### src/rtl/neuron_mac_sequencer.sv
// Control sequencer for a CORDIC-based neuron MAC: walks the input/weight pairs,
// iterates each product until the residual converges, then accumulates it.
module neuron_mac_sequencer #(
    parameter int N_INPUTS = 4,
    parameter int ITER_MAX = 7,
    parameter int ZW       = 16
) (
    input  logic          clk,
    input  logic          rst,
    input  logic          start,
    input  logic          abort,
    input  logic [ZW-1:0] zn,
    output logic [3:0]    in_addr,
    output logic          mac_load,
    output logic          mac_en,
    output logic [2:0]    iter,
    output logic          acc_clr,
    output logic          acc_en,
    output logic          busy,
    output logic          done
);
    localparam logic [3:0] LAST_ADDR = 4'(N_INPUTS - 1);
    localparam logic [2:0] ITER_LIM  = 3'(ITER_MAX);

    typedef enum logic [2:0] {
        S_IDLE,
        S_LOAD,
        S_ITER,
        S_ACC,
        S_DONE
    } state_t;

    state_t     state_q, state_d;
    logic [3:0] in_addr_q, in_addr_d;
    logic [2:0] iter_q, iter_d;
    logic       conv;

    always_ff @(posedge clk or posedge rst) begin
        if (rst) begin
            state_q   <= S_IDLE;
            in_addr_q <= '0;
            iter_q    <= '0;
        end else begin
            state_q   <= state_d;
            in_addr_q <= in_addr_d;
            iter_q    <= iter_d;
        end
    end

    always_comb begin
        state_d   = state_q;
        in_addr_d = in_addr_q;
        iter_d    = iter_q;
        mac_load  = 1'b0;
        mac_en    = 1'b0;
        acc_clr   = 1'b0;
        acc_en    = 1'b0;
        done      = 1'b0;
        conv      = (zn == '0) || (iter_q == ITER_LIM);

        case (state_q)
            S_IDLE: begin
                if (start && !abort) begin
                    state_d   = S_LOAD;
                    in_addr_d = '0;
                    iter_d    = '0;
                end
            end
            S_LOAD: begin
                mac_load = 1'b1;
                acc_clr  = (in_addr_q == '0);
                state_d  = S_ITER;
            end
            S_ITER: begin
                if (!conv) begin
                    mac_en = 1'b1;
                    iter_d = iter_q + 3'd1;
                end else begin
                    state_d = S_ACC;
                end
            end
            S_ACC: begin
                acc_en = 1'b1;
                if (in_addr_q == LAST_ADDR) begin
                    state_d = S_DONE;
                end else begin
                    state_d   = S_LOAD;
                    in_addr_d = in_addr_q + 4'd1;
                    iter_d    = '0;
                end
            end
            S_DONE: begin
                done    = 1'b1;
                state_d = S_IDLE;
            end
            default: state_d = S_IDLE;
        endcase

        // Cancel freezes the counters where they stood; the next start reloads them.
        if (abort && state_q != S_IDLE) begin
            state_d   = S_IDLE;
            in_addr_d = in_addr_q;
            iter_d    = iter_q;
        end
    end

    assign busy    = (state_q != S_IDLE);
    assign in_addr = in_addr_q;
    assign iter    = iter_q;
endmodule
### config.mk
export PLATFORM = sky130hd
export DESIGN_NAME = neuron_mac_sequencer
export DESIGN_NICKNAME = d
export VERILOG_FILES = /design/src/rtl/neuron_mac_sequencer.sv
export SDC_FILE = /design/constraint.sdc
export NUM_CORES = 1
export LEC_CHECK = 0
export ABC_AREA = 1
export ABC_CLOCK_PERIOD_IN_PS = 1600
export BUFFER_PORTS_ARGS = -buffer_cell sky130_fd_sc_hd__buf_2
export CAP_MARGIN = 20
export CORE_MARGIN = 4
export CORE_UTILIZATION = 43
export DETAILED_ROUTE_END_ITERATION = 16
export PLACE_DENSITY = 0.74
export REMOVE_ABC_BUFFERS = 1
export SYNTH_ARGS = -nofsm -noshare
export SYNTH_HDL_FRONTEND = slang
export SYNTH_SLANG_ARGS = --single-unit
### constraint.sdc
create_clock -name clk -period 1.6 [get_ports clk]
set_input_delay 0.24 -clock clk [delete_from_list [all_inputs] [get_ports clk]]
set_output_delay 0.24 -clock clk [all_outputs]
set_load 0.05 [all_outputs]
==> results_tabular.tex <==
\begin{tabular}{lr}
\hline
Metric & Value \\
\hline
\multicolumn{2}{l}{\textbf{Placement}} \\
Routability congestion estimate from global placement & 0.8208 \\
Quantity of I/O buffers inserted on ports & 32 \\
Instance area at placement & 957.2 µm² \\
HPWL after DPL & 1364 µm \\
\multicolumn{2}{l}{\textbf{Final layout}} \\
Final cell utilization of the core & 69.82\% \\
Final Net Count & 174 \\
Antenna cells & 0 \\
Relative area change from synthesis to final layout & 47.21\% \\
FILL cells & 143 \\
Post-route design area & 0.001089 mm² \\
Fraction of final layout cells sized beyond drive strength 1 & 47.30\% \\
\multicolumn{2}{l}{\textbf{STA}} \\
Final setup viols & 1 \\
Final-report hold violation count & 0 \\
Crit share post-route & 100.5\% \\
Worst slew slack as a fraction of its limit & 76.02\% \\
Clock period minus final worst setup slack & 1609 ps \\
Final number of max-transition violations & 0 \\
Setup clock skew after layout & 2.651 ps \\
Setup repair after global routing missed its margin & yes \\
Transition time at the pin with the least slew margin & 359.4 ps \\
Worst path setup slack after routing & -8.635 ps \\
Highest clock frequency the design can meet & 621.6 MHz \\
\multicolumn{2}{l}{\textbf{Clock network}} \\
Clock buffers created by TritonCTS & 3 \\
Clk Latency, worst-skew pair & 260 ps \\
CTS sink cnt & 10 \\
Depth of the CTS H-tree & 1 \\
TritonCTS clock tree & yes \\
Clock transition at the registers of the reported paths & 60 ps \\
Clock Root Buffer & sky130\_fd\_sc\_hd\_\_clkbuf\_4 \\
Clock buffer depth & 2 \\
\multicolumn{2}{l}{\textbf{Power and ir drop}} \\
Power per cell area & 1593 mW/mm² \\
Maximum VDD drop & 0.001133 V \\
Lkg Pwr & 0.6242 nW \\
\multicolumn{2}{l}{\textbf{Critical path}} \\
Crit path kind & flop to output pin \\
Largest delay contributor family on the critical path & flip-flops \\
Critical Path RT & 1360 ps \\
Delay of the slowest critical-path stage & 390 ps \\
Worst flop-to-flop path endpoint & iter[1] \\
Worst Setup Start Kind & flop \\
Critical path data arrival time & 1370 ps \\
Sequence of cells on the critical path & ha\_2, ha\_4, nor2\_4, nand2\_2, inv\_2, buf\_8 \\
Buffers plus inverters on the worst setup path & 2 \\
Depth of the worst register-to-register path & 10 \\
Reg2reg setup slack & 70 ps \\
Worst reg2reg path startpoint & iter[1] \\
Slowest stage cell, crit path & sky130\_fd\_sc\_hd\_\_dfrtp\_1 \\
Largest fanout of any net on the critical path & 3 \\
Crit. Startpoint & iter[1] \\
Type of destination of the critical path & output pin \\
\multicolumn{2}{l}{\textbf{Die}} \\
Row Count & 14 \\
Initial standard-cell utilization of the core & 47.43\% \\
Die X-Extent & 49.47 µm \\
Full die area & 0.002447 mm² \\
Top-Level Pins & 33 \\
Area of the core & 0.001559 mm² \\
Die extent in y & 49.47 µm \\
\multicolumn{2}{l}{\textbf{Logic synthesis}} \\
Average size of a mapped cell & 7.179 µm² \\
Area share of the leading cell type in the synthesized netlist & 33.84\% \\
Syn Inst Count & 103 \\
Number of storage elements in the synthesis netlist & 10 \\
Top post-synthesis cells by area & sky130\_fd\_sc\_hd\_\_dfrtp\_1, sky130\_fd\_sc\_hd\_\_nand2\_1, sky130\_fd\_sc\_hd\_\_nor2\_1, sky130\_fd\_sc\_hd\_\_inv\_1, sky130\_fd\_sc\_hd\_\_ha\_1 \\
Cell type with the highest aggregate area in the netlist & sky130\_fd\_sc\_hd\_\_dfrtp\_1 \\
Summed instance area of the synthesized netlist & 739.5 µm² \\
Sequential share of the synthesized area & 33.84\% \\
Count of synthesis-stage warnings from yosys & 0 \\
Unique cell type count in the Yosys netlist & 20 \\
\multicolumn{2}{l}{\textbf{Drt}} \\
Detailed-route wire length & 1748 µm \\
Met1 Routed Length & 733 µm \\
Initial drt markers & 5 \\
Avg Vias per Cell & 4.677 \\
Post-detailed-route count of antenna-violating nets & 0 \\
Met2 wire len & 887 µm \\
Top layer in use & met4 \\
Total number of vias & 767 \\
Average routed wire per standard cell & 10.66 µm \\
DRT Pass-1 Iters & 4 \\
DR WL met3 & 120 µm \\
Drc violations & 0 \\
\multicolumn{2}{l}{\textbf{Global routing}} \\
Overall overflow remaining after global route & 0 \\
Maximum number of pins on one net before global-route repair & 11 \\
Total global routing track utilization & 14.41\% \\
Vias in the first global route & 707 \\
First-pass GRT wire length & 2787 µm \\
Antenna violations before repair & 0 \\
\multicolumn{2}{l}{\textbf{Run status}} \\
Run status & finished with violations \\
Failing checks & negative setup slack \\
\multicolumn{2}{l}{\textbf{Worst hold path}} \\
End of the worst hold path & state\_q[0] \\
Hold-critical path depth & 3 \\
Class of the tightest hold or removal check & input port to flop \\
Worst Hold Launch & abort \\
\multicolumn{2}{l}{\textbf{Job}} \\
Number of maximum-capacitance constraint violations & 0 \\
\hline
\end{tabular}
==> cells in the mapped netlist <==
cell type and number:
sky130_fd_sc_hd__a21oi_1 1, sky130_fd_sc_hd__dfrtp_1 10, sky130_fd_sc_hd__ha_1 4, sky130_fd_sc_hd__inv_1 14, sky130_fd_sc_hd__inv_2 5, sky130_fd_sc_hd__nand2_1 24
sky130_fd_sc_hd__nand2_2 2, sky130_fd_sc_hd__nand2_4 1, sky130_fd_sc_hd__nand3_1 6, sky130_fd_sc_hd__nand3_2 1, sky130_fd_sc_hd__nand3_4 2, sky130_fd_sc_hd__nand4_1 1
sky130_fd_sc_hd__nor2_1 16, sky130_fd_sc_hd__nor2_2 2, sky130_fd_sc_hd__nor2_4 1, sky130_fd_sc_hd__nor3_1 4, sky130_fd_sc_hd__o21ai_0 1, sky130_fd_sc_hd__o21ai_1 3
sky130_fd_sc_hd__o21ai_2 3, sky130_fd_sc_hd__xor2_1 2
==> report_power, final <==
part,internal (mW),switching [mW]
Clock,0.0863,0.0754
Sequential,0.307,0.0447
Combinational,0.427,0.794
Total,0.820,0.915
==> cells in the final DEF, fill, tap and decap left out, types with 6 or more instances in the layout <==
| master | netlist | final |
|---|---|---|
| sky130_fd_sc_hd__buf_2 | 0 | 29 |
| sky130_fd_sc_hd__nand2_1 | 24 | 21 |
| sky130_fd_sc_hd__nor2_1 | 16 | 15 |
| sky130_fd_sc_hd__inv_1 | 14 | 13 |
| sky130_fd_sc_hd__dfrtp_1 | 10 | 10 |
| sky130_fd_sc_hd__buf_4 | 0 | 10 |
| sky130_fd_sc_hd__inv_2 | 5 | 6 |
| sky130_fd_sc_hd__nand3_1 | 6 | 6 |
==> what timing repair did <==
item	CTS	global route
gates resized for setup	5	15
hold endpoints to repair	10	0
buffers inserted	2	2
hold buffers	1	0
pin swaps	2	4
setup endpoints to repair	2	6
==> how the worst max path moves through the flow <==
stage              end  slack (ps)  cells past startpoint
6_report        mac_en          -9                      6
5_1_grt         mac_en         -70                      6
4_1_cts         mac_en         -30                      6
3_5_place_dp    mac_en         100                      6
3_3_place_gp    mac_en         130                      6
2_1_floorplan  acc_clr       -1480                      3
==> state kept, by name, indices dropped and copies added (netlist names) <==
signal	count
in_addr	4
iter	3
state_q	3
==> layer usage <==
metal / track usage, % / vias up
li1: - / 416
met2: 25.67 / 25
met5: 0 / -
met4: 2.765 / 0
met1: 17.20 / 324
met3: 4.217 / 2
==> cell families after synthesis <==
logic type,Yosys count,synth area share [%]
AO/OA/AOI/OAI,8,6.936
adder cells (fa/ha/maj),4,6.768
AND/OR/NAND/NOR,60,40.44
buffers and inverters,19,9.645
XOR/XNOR,2,2.369
flip-flops,10,33.84
==> layout make-up <==
cell class	instances	area, µm²	area share [%]
Inverter	19	71.32	6.552
Clock buffer	3	22.52	2.069
Sequential cell	10	250.2	22.99
Timing Repair Buffer	42	256.5	23.56
Multi-Input combinational cell	74	467.9	42.99
Tap cell	16	20.02	1.839
==> stage by stage <==
stage | TNS, ps | worst slack (ps) | power, mW | hold WS (ps) | std cells
final | -8.635 | -8.635 | 1.734 | 293.5 | 164
after global placement | 0 | 130.8 | 1.376 | 228.9 | 156
after CTS | -25.57 | -25.57 | 1.612 | 292.8 | 162
after floorplan | -2587 | -1483 | 1.115 | 80.18 | 103
after detailed placement | 0 | 102.8 | 1.387 | 225.3 | 156
after global routing | -149.9 | -72.86 | 1.863 | 314.7 | 164
==> worst register-to-register path, delay by kind of cell, from the launching register on <==
kind,cells,cell delay [ps]
fa+ha+maj,2,360
simple gates,6,390
flops,1,390
buf+inv,2,270
Note: power is estimated with default switching activity, not from simulation.
